**src/rtl/sort_sequencer_if.sv**
```systemverilog
// Load and stream handshake bundle for sort_sequencer.
// The DUT takes the slave view; the producer/consumer side takes the master view.
interface sort_sequencer_if #(
    parameter int unsigned W = 4
);
    logic         in_valid;
    logic [W-1:0] in_data;
    logic         in_ready;
    logic         out_valid;
    logic [W-1:0] out_data;
    logic         out_ready;
    logic         out_last;

    modport master (
        output in_valid, in_data, out_ready,
        input  in_ready, out_valid, out_data, out_last
    );

    modport slave (
        input  in_valid, in_data, out_ready,
        output in_ready, out_valid, out_data, out_last
    );
endinterface

```
**src/rtl/sort_sequencer.sv**
```systemverilog
// Batch bubble sorter: loads N values, sorts with one shared compare-and-swap per clock,
// then streams the batch out smallest first.
module sort_sequencer #(
    parameter int unsigned N = 4,
    parameter int unsigned W = 4
) (
    input  logic            clk,
    input  logic            rst,
    sort_sequencer_if.slave bus,
    input  logic            start,
    output logic            busy,
    output logic            done,
    output logic [7:0]      swap_count
);
    localparam int unsigned PW = $clog2(N);
    localparam int unsigned CW = $clog2(N + 1);

    typedef enum logic [1:0] {IDLE, SORT, OUT} state_t;

    state_t        state, state_nxt;
    logic [W-1:0]  mem [N];
    logic [CW-1:0] count, count_nxt;
    logic [PW-1:0] rd_ptr, rd_ptr_inc;
    logic [PW-1:0] pass, j, j1, j_last;
    logic [W-1:0]  a, b;
    logic          gt;
    logic          load_ok, start_ok, pass_end, sort_end, xfer, last_xfer;

    // Shared comparator datapath: a = mem[j], b = mem[j+1]; only gt causes a swap
    assign j1         = j + PW'(1);
    assign j_last     = PW'(N - 2) - pass;
    assign rd_ptr_inc = rd_ptr + PW'(1);
    assign a          = mem[j];
    assign b          = mem[j1];
    assign gt         = (a > b);

    // State register
    always_ff @(posedge clk) begin
        if (rst) state <= IDLE;
        else     state <= state_nxt;
    end

    // Next-state and per-cycle control decode
    always_comb begin
        state_nxt = state;
        count_nxt = count;
        load_ok   = 1'b0;
        start_ok  = 1'b0;
        pass_end  = 1'b0;
        sort_end  = 1'b0;
        xfer      = 1'b0;
        last_xfer = 1'b0;
        case (state)
            IDLE: begin
                load_ok  = bus.in_valid && (count < CW'(N));
                start_ok = start && (count == CW'(N));
                if (load_ok)  count_nxt = count + CW'(1);
                if (start_ok) state_nxt = SORT;
            end
            SORT: begin
                pass_end = (j == j_last);
                sort_end = pass_end && (pass == PW'(N - 2));
                if (sort_end) state_nxt = OUT;
            end
            OUT: begin
                xfer      = bus.out_ready;
                last_xfer = xfer && (rd_ptr == PW'(N - 1));
                if (last_xfer) begin
                    state_nxt = IDLE;
                    count_nxt = '0;
                end
            end
            default: state_nxt = IDLE;
        endcase
    end

    // Entry storage: loads in IDLE, compare-and-swap in SORT; contents not reset
    always_ff @(posedge clk) begin
        if (!rst) begin
            if (load_ok) mem[PW'(count)] <= bus.in_data;
            if ((state == SORT) && gt) begin
                mem[j]  <= b;
                mem[j1] <= a;
            end
        end
    end

    // Counters, sweep indices and registered outputs
    always_ff @(posedge clk) begin
        if (rst) begin
            count        <= '0;
            rd_ptr       <= '0;
            pass         <= '0;
            j            <= '0;
            swap_count   <= '0;
            done         <= 1'b0;
            busy         <= 1'b0;
            bus.in_ready  <= 1'b1;
            bus.out_valid <= 1'b0;
            bus.out_data  <= '0;
            bus.out_last  <= 1'b0;
        end else begin
            count        <= count_nxt;
            done         <= last_xfer;
            busy         <= (state_nxt != IDLE);
            bus.in_ready <= (state_nxt == IDLE) && (count_nxt < CW'(N));

            if (start_ok) begin
                swap_count <= '0;
                pass       <= '0;
                j          <= '0;
            end

            if (state == SORT) begin
                if (gt) swap_count <= swap_count + 8'd1;
                if (pass_end) begin
                    j    <= '0;
                    pass <= pass + PW'(1);
                end else begin
                    j <= j1;
                end
            end

            // Final compare is always at j = 0, so the new mem[0] is min(a, b)
            if (sort_end) begin
                bus.out_valid <= 1'b1;
                bus.out_data  <= gt ? b : a;
                bus.out_last  <= 1'b0;
            end

            if (xfer) begin
                if (last_xfer) begin
                    rd_ptr        <= '0;
                    bus.out_valid <= 1'b0;
                    bus.out_data  <= '0;
                    bus.out_last  <= 1'b0;
                end else begin
                    rd_ptr       <= rd_ptr_inc;
                    bus.out_data <= mem[rd_ptr_inc];
                    bus.out_last <= (rd_ptr_inc == PW'(N - 1));
                end
            end
        end
    end
endmodule
```
**src/flat_wrapper.sv**
```systemverilog
// flat-port wrapper written by rule: the top's interface ports become plain ports
module sort_sequencer_flat 
#(
    parameter int unsigned N = 4,
    parameter int unsigned W = 4
)
  (clk, rst, start, busy, done, swap_count, bus_in_valid, bus_in_data, bus_out_ready, bus_in_ready, bus_out_valid, bus_out_data, bus_out_last);
  sort_sequencer_if #(.W(W)) bus_i ();
  input  logic clk;
  input  logic rst;
  input  logic start;
  output logic busy;
  output logic done;
  output logic [7:0] swap_count;
  input wire logic [$bits(bus_i.in_valid)-1:0] bus_in_valid;
  input wire logic [$bits(bus_i.in_data)-1:0] bus_in_data;
  input wire logic [$bits(bus_i.out_ready)-1:0] bus_out_ready;
  output wire logic [$bits(bus_i.in_ready)-1:0] bus_in_ready;
  output wire logic [$bits(bus_i.out_valid)-1:0] bus_out_valid;
  output wire logic [$bits(bus_i.out_data)-1:0] bus_out_data;
  output wire logic [$bits(bus_i.out_last)-1:0] bus_out_last;
  assign bus_i.in_valid = bus_in_valid;
  assign bus_i.in_data = bus_in_data;
  assign bus_i.out_ready = bus_out_ready;
  assign bus_in_ready = bus_i.in_ready;
  assign bus_out_valid = bus_i.out_valid;
  assign bus_out_data = bus_i.out_data;
  assign bus_out_last = bus_i.out_last;
  sort_sequencer #(.N(N), .W(W)) u_core (.clk(clk), .rst(rst), .bus(bus_i), .start(start), .busy(busy), .done(done), .swap_count(swap_count));
endmodule
```
**config.mk**
```make
export PLATFORM = sky130hd
export DESIGN_NAME = sort_sequencer_flat
export DESIGN_NICKNAME = d
export VERILOG_FILES = /design/src/rtl/sort_sequencer_if.sv /design/src/rtl/sort_sequencer.sv /design/src/flat_wrapper.sv
export SDC_FILE = /design/constraint.sdc
export NUM_CORES = 1
export LEC_CHECK = 0
export CAP_MARGIN = 20
export CELL_PAD_IN_SITES_DETAIL_PLACEMENT = 1
export CELL_PAD_IN_SITES_GLOBAL_PLACEMENT = 2
export CORE_UTILIZATION = 39
export CTS_CLUSTER_DIAMETER = 40
export CTS_CLUSTER_SIZE = 24
export DETAILED_ROUTE_END_ITERATION = 8
export PLACE_DENSITY_LB_ADDON = 0.1
export SYNTH_ARGS = -nofsm -noshare
export SYNTH_HDL_FRONTEND = slang
export SYNTH_SLANG_ARGS = --single-unit
```
**constraint.sdc**
```tcl
create_clock -name clk -period 5.8 [get_ports clk]
set_input_delay 1.45 -clock clk [delete_from_list [all_inputs] [get_ports clk]]
set_output_delay 1.45 -clock clk [all_outputs]
set_load 0.005 [all_outputs]
```
======== Word-level counts from Yosys, hierarchy flattened ========
Memories as Yosys holds them, arrays and structs flattened. A register that Yosys moved wholly into a read port is not among the register bits.
Cells that the tools add are included.
cells by class
  $add $sub $neg .......................... 6
  $lt $le $gt $ge ......................... 3
  reductions and logical operators ........ 12
  equality and inequality tests ........... 7
  muxes and demuxes ....................... 44
operators by type and width
  operator                                                          count
  2-bit two-way mux                                                 13
  8-bit two-way mux                                                 3
  4-bit two-way mux                                                 5
  1-bit two-way mux                                                 19
  8-bit by 1-bit adder with 8-bit output (second input constant)    1
  2-bit == test (second input constant)                             4
  2-bit by 1-bit adder with 2-bit output (second input constant)    3
  1-bit logical AND                                                 6
  3-bit less-than comparator (second input constant)                2
  3-bit two-way mux                                                 2
  2-bit case mux with 3 select lines                                1
  3-bit case mux with 2 select lines                                1
  2-bit nonzero test                                                3
  4-bit > comparator                                                1
  2-bit logical NOT                                                 2
  4-bit OR reduction                                                1
  3-bit by 1-bit adder with 3-bit output (second input constant)    1
  3-bit == test (second input constant)                             1
  2-bit by 1-bit == test with 1-bit output (second input constant)  1
  2-bit == test                                                     1
  2-bit subtractor (first input constant)                           1
storage, ports and cells
  bits in writable memories ............... 16
  memories kept ........................... 1
  register bits ........................... 28
  output and inout port bits .............. 17
  input port bits ......................... 9
memories
  memory      depth  bits a word  rd ports  clocked after Yosys merged registers in  wr ports  line                  source
  u_core.mem  4      4            3         1                                        2         sort_sequencer.sv:21  logic [W-1:0] mem [N];

======== Logic depth before layout (Yosys ltp) ========
Gate-level depths: netlist of run 1.
An unclocked memory read counts as a cell.
  depth after elaboration ................. 9
  gate-level depth with buffers ........... 13

======== Worst setup path before layout of run 1 ========
Ideal clock, no wire load.
  path kind ............................... register -> register
  from .................................... register u_core.j[0]
  to ...................................... memory u_core.mem[1][0] (enable)
  arrival time ............................ 2979 ps
  period minus slack after synthesis ...... 3353 ps
  required time ........................... 5426 ps
  setup time .............................. 374 ps
  slack ................................... 2447 ps
  stages on the path, launching flop included .. 12
  buffers on the path ..................... 3
  cells stage by stage .................... dfxtp_1 -> buf_2 -> inv_1 -> ha_1 -> clkbuf_2 -> mux4_2 -> inv_1 -> ha_1 -> and4_1 -> a21o_1 -> buf_6 -> o32ai_1
RTL lines
  item                    line                   source
  start, declared         sort_sequencer.sv:24   logic [PW-1:0] pass, j, j1, j_last;
  start signal, assigned  sort_sequencer.sv:120  j <= j1;
  end, declared           sort_sequencer.sv:21

==> results of run 1 <==
-- per-layer routing --
| metal | global-route usage | share of wire |
|---|---|---|
| met1 | 0.290 | 0.46 |
| met2 | 0.354 | 0.49 |
| met3 | 0.0340 | 0.043 |
| met5 | 0 | 0 |
| met4 | 0.0632 | 0.012 |
-- synth_stat cells (3+ instances only) --
| cell type | instances | area, um2 |
|---|---|---|
| nand2_1 | 19 | 71.3 |
| inv_1 | 13 | 48.8 |
| nand3_1 | 24 | 120 |
| o32ai_1 | 3 | 26.3 |
| mux4_2 | 12 | 270 |
| nand4_1 | 3 | 18.8 |
| a21oi_1 | 37 | 185 |
| clkbuf_1 | 6 | 22.5 |
| ha_1 | 14 | 175 |
| edfxtp_1 | 16 | 480 |
| mux2i_1 | 16 | 160 |
| a311oi_1 | 4 | 35.0 |
| nor2b_1 | 4 | 25.0 |
| nand3b_1 | 6 | 45.0 |
| nand2b_1 | 3 | 18.8 |
| a31oi_1 | 8 | 50.1 |
| buf_1 | 4 | 15.0 |
| dfxtp_1 | 30 | 601 |
| nor2_1 | 25 | 93.8 |
| o21ai_0 | 6 | 30.0 |
| buf_2 | 5 | 25.0 |
-- cells by family (layout without fill, tap and decap cells) --
group           after synthesis  after routing
simple gates                 94             94
compound gates               67             67
flops                        46             46
buf+inv                      30             48
mux                          28             28
fa+ha+maj                    14             14
xor+xnor                      2              2
-- stage by stage --
| step | instances | setup WS, ns | hold slack, ns | utilization |
|---|---|---|---|---|
| 6_report | 376 | 1.86 | 0.480 | 0.473 |
| 5_1_grt | 376 | 1.66 | 0.515 | 0.473 |
| 4_1_cts | 376 | 1.87 | 0.484 | 0.473 |
| 3_5_place_dp | 368 | 1.88 | 0.469 | 0.457 |
| 3_3_place_gp | 368 | 2.03 | 0.469 | 0.457 |
| 2_1_floorplan | 281 | 2.45 | 0.463 | - |
-- tightest hold or removal path, cell delays in order, from the launching register on --
cell and delay [ns]:
dfxtp_1 0.32, inv_1 0.05, a221oi_1 0.06
-- registers in the layout, summed over array words and instances, names as in the netlist, named ones only --
register,count
u_core.bus.in_ready,1
u_core.bus.out_data,4
u_core.bus.out_last,1
u_core.bus.out_valid,1
u_core.busy,1
u_core.count,3
u_core.done,1
u_core.j,2
u_core.mem,16
u_core.pass,2
u_core.rd_ptr,2
u_core.state,2
u_core.swap_count,8
-- layout make-up --
cell class	instances	area (um2)
clock buffer	7	76.3
clock inverter	1	30.0
fill	737	3440
inverter	13	48.8
multi-input combinational	205	1490
sequential	46	1080
tap	77	96.3
timing repair buffer	27	265
-- power by group through the flow --
stage	registers, uW	clock network (uW)	logic [uW]
after floorplan	347	0	32.2
after global placement	349	0	47.7
after detailed placement	349	0	48.3
after CTS	342	248	48.5
after global routing	342	259	53.2
final	342	242	48.1
-- final timing paths --
path                             start                   end
setup / recovery           u_core.j[0]      u_core.mem[2][2]
hold / removal    u_core.bus.out_valid  u_core.bus.out_valid
setup reg to reg           u_core.j[0]      u_core.mem[2][2]
hold reg to reg   u_core.bus.out_valid  u_core.bus.out_valid
==> summary.txt, run 1 <==
Status
  – Run status: completed

Floorplanning
  – Core area: between 0.006 and 0.007 mm2
  – IO Count: 26
  – Row count: 29
  – Die Y: 85.2 um
  – Die W: 85.2 um
  – Initial Utilization: 0.414
  – Die area: 0.00727 mm2

Worst setup path
  – Arr. time, crit path: between 3 and 4 ns
  – Slowest CP cell: o32ai_1
  – Crit. path cell count: 8
  – Crit Path Max Fanout: 12
  – FF-to-FF path depth: 8
  – Worst Path Buf+Inv: 2
  – Critical path startpoint category: flip-flop
  – Critical path type: flip-flop to flip-flop
  – Critical Path End Type: flip-flop
  – Crit path largest cell delay: 0.70 ns
  – Worst path top cell family by delay: compound AO/OA/AOI/OAI gates
  – R2R Setup Slk: 1.86 ns
  – Req. time, crit path: 5.74 ns
  – Worst-path cell chain: inv_1 > ha_1 > mux4_2 > inv_1 > ha_1 > and4_1 > a21o_1 > o32ai_1

Route
  – # DRC: 0
  – Routed Wire Length: 7.15 mm
  – Pre-antenna DRT Iters: 4
  – Via/cell ratio: 5.92
  – Routed WL per cell: ~19 um
  – 1st-iter DRT viols: 80
  – Vias: 2226
  – Antenna Violating Nets Remaining: 0

Synthesis
  – Post-Syn Instances: 281
  – Compound-Gate Fraction of Synth Area: 0.152
  – Synth Cell Area: 0.00270 mm2
  – Syn_nets: 304
  – Post-synth cell types: 39
  – Ys Warns: 0
  – Largest family of logic cells by synthesized area: simple AND/OR/NAND/NOR gates
  – Prevailing post-synth register cell: dfxtp_1
  – Synthesis-stage register bit count: 46
  – Sequential element share of the synthesized area: 0.400
  – Simple-gate share of the synthesized area: 0.170
  – Async SR Flop Fraction: 0
  – EDFF count, synth: 16
  – Xor and xnor area share after synthesis: 0.00648
  – Mux share of post-synthesis cell area: 0.159
  – Adder-cell share of the synthesized area: 0.0648
  – Avg Inst Size Synth: 9.62 um2

Power
  – NetSw: ~150 uW
  – P_leak: 0.00105 uW
  – Clock network power share: 0.383
  – Power per cell area: 204 mW/mm2
  – Sw Share: 0.231
  – Share of power burned in registers: 0.540
  – Total power: between 600 and 700 uW
  – Logic gate share of total power: 0.076
  – Peak VDD IR: 0.0000919 V
  – Cell internal pwr: about 490 uW

Timing
  – Clock Skew: 0.0125 ns
  – RSZ-0062 raised after global routing: false
  – Highest Clock Rate: 254 MHz
  – # setup viols final: 0
  – Fin. max-slew vios: 0
  – Minimum clock period: 3.94 ns
  – Setup_tns: 0 ns
  – Least-Margin Pin Slew: 0.865 ns
  – Final Hold Fails: 0
  – Period utilization: 0.679
  – Relative slew margins: 0.416

Final layout
  – Commonest non-fill, non-tap cell in the layout: a21oi_1
  – Most frequent cells in the layout: a21oi_1 (37), dfxtp_1 (30), nor2_1 (25), clkdlybuf4s50_1 (25), nand3_1 (24)
  – Layout Nets: 321
  – Share of post-route cells with drive strength above 1: 0.0803
  – Finished Cell Area: 0.00309 mm2
  – Ant diodes: 0
  – Area Growth Syn to Fin: 14.4%

Global route
  – GRT Resource Usage Total: 0.214
  – Largest net degree at the start of global routing: 32
  – Total gr overflow: 0
  – Antenna violations before repair: 0
  – Number of global-route vias before repair: 2192
  – First-pass GRT wire length: 11.8 mm

CTS
  – Clk sink count: 46
  – CTS max path bufs: 2
  – CTS tree: done
  – # Post-CTS Setup Buffers: 0
  – Reg clk slew, reported paths: ~0.09 ns
  – Clk root buf: clkbuf_8
  – Post-CTS Resized: 0
  – CTS hold repair buffers: 0
  – # H-tree levels: 2
  – CTS buffer count: 5
  – Worst skew pair latency: 0.31 ns

Placed design
  – DPL Wire Length: 5.54 mm
  – Placement Cell Area: 0.00299 mm2
  – Port bufs: 25
  – Final RePlAce weighted congestion: 0.979

Worst hold path
  – Hold crit path type: flip-flop to flip-flop
  – Hold Crit Depth: 2

Job
  – Maxcap violations: 0
No activity file was read; power rests on OpenSTA's default activity.
==> inputs of run 2 (changes only) <==
--- a/config.mk
+++ b/config.mk
@@ -8,7 +8,7 @@
 export CAP_MARGIN = 20
 export CELL_PAD_IN_SITES_DETAIL_PLACEMENT = 1
 export CELL_PAD_IN_SITES_GLOBAL_PLACEMENT = 2
-export CORE_UTILIZATION = 39
+export CORE_UTILIZATION = 33
 export CTS_CLUSTER_DIAMETER = 40
 export CTS_CLUSTER_SIZE = 24
 export DETAILED_ROUTE_END_ITERATION = 8
==> constraint.sdc (replaced) <==
create_clock -name clk -period 3.3 [get_ports clk]
set_input_delay 0.825 -clock clk [delete_from_list [all_inputs] [get_ports clk]]
set_output_delay 0.825 -clock clk [all_outputs]
set_load 0.005 [all_outputs]
==> summary.txt, run 2 (synthesis results as in run 1) <==
Timing
  – Highest Clock Rate: 318 MHz
  – Relative slew margins: 0.741
  – # setup viols final: 0
  – RSZ-0062 raised after global routing: false
  – Final Hold Fails: 0
  – Fin. max-slew vios: 0
  – Final setup margin: 0.151 ns
  – Least-Margin Pin Slew: 0.388 ns
  – Period utilization: 0.954
  – Minimum clock period: 3.15 ns
  – Clock Skew: 0.00699 ns

Route
  – Highest metal layer with signal wires: met4
  – Routed WL per cell: 18.0 um
  – Met3 routed WL: roughly 300 um
  – Via/cell ratio: 5.47
  – Routed Wire Length: about 7.4 mm
  – Pre-antenna DRT Iters: 4
  – # DRC: 0
  – Antenna Violating Nets Remaining: 0
  – Met2 WL post-DR: approximately 3.5 mm
  – Wl on met1: 3.58 mm
  – 1st-iter DRT viols: 82
  – Vias: about 2300

CTS
  – # H-tree levels: 2
  – CTS buffer count: 5
  – CTS max path bufs: 2
  – Clk sink count: 46
  – Worst skew pair latency: about 0.3 ns
  – CTS tree: done
  – Clk root buf: clkbuf_8
  – Reg clk slew, reported paths: 0.09 ns

Placed design
  – Placement Cell Area: 0.00311 mm2
  – Pre-CTS setup slack: between 0.08 and 0.09 ns
  – Cell count after placement: 406
  – Final RePlAce weighted congestion: 0.780
  – DPL Wire Length: roughly 5.6 mm
  – Port bufs: 25

Final layout
  – Fin cells: 414
  – Commonest non-fill, non-tap cell in the layout: a21oi_1
  – Finished Cell Area: 0.00323 mm2
  – Max reg flops: 16
  – Register Area: between 0.001 and 0.0015 mm2
  – Multi-input gate area in the final layout: around 0.0015 mm2
  – Fill cell count: 904
  – Layout Nets: 334
  – Top reg by flops: u_core.mem
  – Most frequent cells in the layout: a21oi_1 (37), dfxtp_1 (30), nor2_1 (25), clkdlybuf4s50_1 (25), nand3_1 (24)
  – Ant diodes: 0
  – Biggest regs: u_core.mem x16, u_core.swap_count x8, u_core.bus.out_data x4
  – Area Growth Syn to Fin: 19.4%
  – Post-layout util: 0.413
  – Share of post-route cells with drive strength above 1: 0.125

Worst setup path
  – R2R Setup Slk: 0.15 ns
  – Crit Path Max Fanout: 10
  – FF-to-FF path depth: 9
  – Critical path startpoint category: flip-flop
  – Arr. time, crit path: 3.17 ns
  – Req. time, crit path: 3.33 ns
  – Worst R2R Start: u_core.j[1]
  – Crit Reg-Reg Endpoint: u_core.mem[1][0]
  – Critical path type: flip-flop to flip-flop
  – Critical Path End Type: flip-flop

Power
  – Share of power burned in registers: 0.535
  – NetSw: 266 uW
  – Cell internal pwr: 855 uW
  – Sw Share: 0.238
  – Logic gate share of total power: 0.078
  – Total power: 1120 uW
  – Peak VDD IR: 0.000166 V
  – P_leak: 0.00112 uW
  – Power per cell area: between 300 and 400 mW/mm2
  – Clock network power share: 0.387

Global route
  – First-pass GRT wire length: ~12 mm
  – Total gr overflow: 0
  – Antenna violations before repair: 0
  – GRT Resource Usage Total: 0.181
  – Largest net degree at the start of global routing: 27
  – Number of global-route vias before repair: 2275

Floorplanning
  – Core area: 0.00781 mm2
  – Die W: 92.5 um
  – Initial Utilization: 0.346
  – Die area: 0.00856 mm2
  – Die Y: ~92 um
  – Row count: 32
  – IO Count: 26

Job
  – Maxcap violations: 0

Worst hold path
  – Hold crit path type: flip-flop to flip-flop
  – Hold_sp: u_core.bus.out_valid
  – Hold Crit Depth: 2
  – Hold Path End: u_core.bus.out_valid

Status
  – Run status: completed
run 2: routing by layer:
layer	global-route usage	vias up
met5	0	-
met4	0.0534	0
met3	0.0271	8
met2	0.300	43
met1	0.243	1108
li1	-	1105
run 2: repair_timing:
action,in CTS,in global routing
resized for setup,0,1
buffers inserted,0,0
endpoints found under the setup margin,0,10
hold buffers,0,0
run 2: worst max-delay path: stages, from the launching register on:
cell     delay (ns)
dfxtp_1        0.34
inv_1          0.08
ha_2           0.44
mux4_2         0.60
inv_1          0.08
ha_1           0.25
and4_1         0.24
a21o_1         0.31
o32ai_1        0.33
buf_4          0.20
run 2: power by group through the flow:
| stage | clock network (uW) | registers, uW | logic [uW] |
|---|---|---|---|
| 6_report | 434 | 600 | 87.1 |
| 5_1_grt | 463 | 601 | 96.6 |
| 4_1_cts | 446 | 600 | 87.9 |
| 3_5_place_dp | 0 | 613 | 87.4 |
| 3_3_place_gp | 0 | 613 | 87.7 |
| 2_1_floorplan | 0 | 610 | 56.5 |
run 2: cell type report:
| cell class | count | area share |
|---|---|---|
| Clock inverter | 3 | 0.0124 |
| Tap cell | 102 | 0.0396 |
| Timing Repair Buffer | 40 | 0.112 |
| Multi-Input combinational cell | 205 | 0.464 |
| Clock buffer | 5 | 0.0213 |
| Sequential cell | 46 | 0.335 |
| Inverter | 13 | 0.0151 |
run 2: how the worst max path moves through the flow:
stage	start	end	slack [ns]
global route	u_core.j[1]	u_core.mem[1][1]	0.01
CTS	u_core.j[1]	u_core.mem[1][3]	0.08
detailed placement	u_core.j[1]	u_core.mem[1][3]	0.09
global placement	u_core.j[1]	u_core.mem[2][3]	0.20
finish	u_core.j[1]	u_core.mem[1][0]	0.15
floorplan	u_core.j[0]	u_core.mem[1][0]	-0.05
run 2: through the flow:
step,hold slack [ns],TNS (ns)
after global routing,0.519,0
after detailed placement,0.477,0
after CTS,0.491,0
final,0.485,0
after floorplan,0.463,-0.633
after global placement,0.473,0
==> RTL edit: new RTL, settings of run 2 <==
`N` is set to 4 in 2 places; all go to 2.
--- a/src/rtl/sort_sequencer.sv
+++ b/src/rtl/sort_sequencer.sv
@@ -2,5 +2,5 @@
 // then streams the batch out smallest first.
 module sort_sequencer #(
-    parameter int unsigned N = 4,
+    parameter int unsigned N = 2,
     parameter int unsigned W = 4
 ) (
--- a/src/flat_wrapper.sv
+++ b/src/flat_wrapper.sv
@@ -2,5 +2,5 @@
 module sort_sequencer_flat 
 #(
-    parameter int unsigned N = 4,
+    parameter int unsigned N = 2,
     parameter int unsigned W = 4
 )
Formal check against the unedited RTL: not equivalent (Yosys sat finds a counterexample within 4 cycles, from zero or initial values and one cycle with rst high).
==> RTL edit against run 2 <==
  * Final area shrank 34%
  * Worst setup slack gained 0.53 ns
  * Sequential cell count shrank 13
  * Area after synthesis shrank 37%
  * Routed wire length shrank 37%
  * Synthesized cell count shrank 34%
  * Critical path depth shrank 3
  * Global-route usage grew 0.78 points
  * Sequential power shrank 25%
  * Power shrank 22%
==> RTL edit: results (changes against run 2) <==
setup_path:
  ff2ff_setup_slack_ns: 0.68  # +0.53 ns
  crit_path_max_incr_delay_ns: 0.62  # +0.02 ns
  cp.arrival_ns: 2.59  # -0.58 ns
  crit_slowest_cell: "dfxtp_1"
  crit_family: "compound AO/OA/AOI/OAI gates"
  worstReg2RegStart: "u_core.j"
  cp_max_fo: 14  # +4
logic_synthesis:
  yosys.area_share.adder_pct: 5.11  # -1.4 points
  synthMuxAreaShare_pct: 7.45  # -8.5 points
  synth_compound_area_share_pct: 19.4  # +4.2 points
  netlist_area_um2: 1710  # -37%
  yosysSeqAreaShare_pct: 43.2  # +3.2 points
  synth.area.top_cells: "dfxtp_1, edfxtp_1, ha_1"
  synthDistinctLibCells: 41  # +5.1%
  ys_ff_latch: 33  # -28%
  synthTopCellsByCount: "dfxtp_1, nand2_1, a21oi_1"
  syn_avg_cell_area_um2: 9.22  # -4.2%
  synth_fp_nets: 202  # -34%
  synth-xor-area-share_pct: 0.511  # -0.14 points
drt:
  vias: 1510  # -33%
  wl_per_cell_um: 16.6  # -7.7%
  drtIter0Drc: 42  # -49%
cells_and_area:
  instances_no_fill: 284  # -31%
  clkbuf_count: 8  # +3
  drive_above_1_share_pct: 9.68  # -2.8 points
  multi_input_area_um2: 937  # -37%
  nets: 232  # -31%
  multi_input_cells: 144  # -30%
  buffers: 27  # -33%
  buf_share_pct: 12.4  # +1.2 points
  seq_area_share_pct: 34.7  # +1.2 points
  multi_input_area_share_pct: 43.9  # -2.5 points
  fillCellCount: 565  # -38%
  layout.non_clock_inverters: 5  # -8
  clkCellAreaFrac_pct: 4.22  # +0.84 points
placement:
  dpl.hpwl_mm: 3.67  # -35%
  gp_congestion: 0.791  # +1.4%
global_routing:
  grt_usage_pct: 18.9  # +0.78 points
  grt_max_degree: 16  # -41%
  grt_pass1_wl_mm: 7.66  # -35%
  grt_pass1_vias: 1608  # -29%
power:
  switchingPower_mw: 0.213  # -20%
  power_frac_seq_pct: 51.4  # -2.1 points
  p_total_mw: 0.869  # -22%
  ir_drop_uv: 222  # +33%
  power.share.clock_pct: 35.6  # -3.1 points
sta:
  skew_ns: 0.00381  # -0.00318 ns
  slew_headroom_pct: 54.1  # -20 points
clock_tree:
  worst_skew_pair.late_latency_ns: 0.28  # -0.02 ns
status:
  status: "complete, no violations"
## RTL edit: worst max path at each step
stage                             endpoint  slack (ns)  cells past startpoint
after floorplan           u_core.mem[1][0]        0.94                      7
after global placement    u_core.mem[1][2]        0.86                      5
after detailed placement  u_core.mem[0][2]        0.69                      6
after CTS                 u_core.mem[0][2]        0.67                      6
after global routing      u_core.mem[0][0]        0.54                      7
final                     u_core.mem[0][0]        0.68                      6
## RTL edit: kinds of logic after synthesis
logic type | count (synthesis)
and+or+nand+nor | 72
muxes | 12
DFF | 33
adders and majority gates | 7
AOI/OAI and AO/OA | 52
buffers and inverters | 9
xor gates and xnor gates | 1
## RTL edit: routing by layer
layer | GRT usage [%] | routed length [um] | part of all wire [%]
met2 | 33.3 | 2420 | 51
met1 | 22.6 | 2120 | 45
met3 | 4.20 | 136 | 2.9
met5 | 0 | 0 | 0
met4 | 6.41 | 40 | 0.85
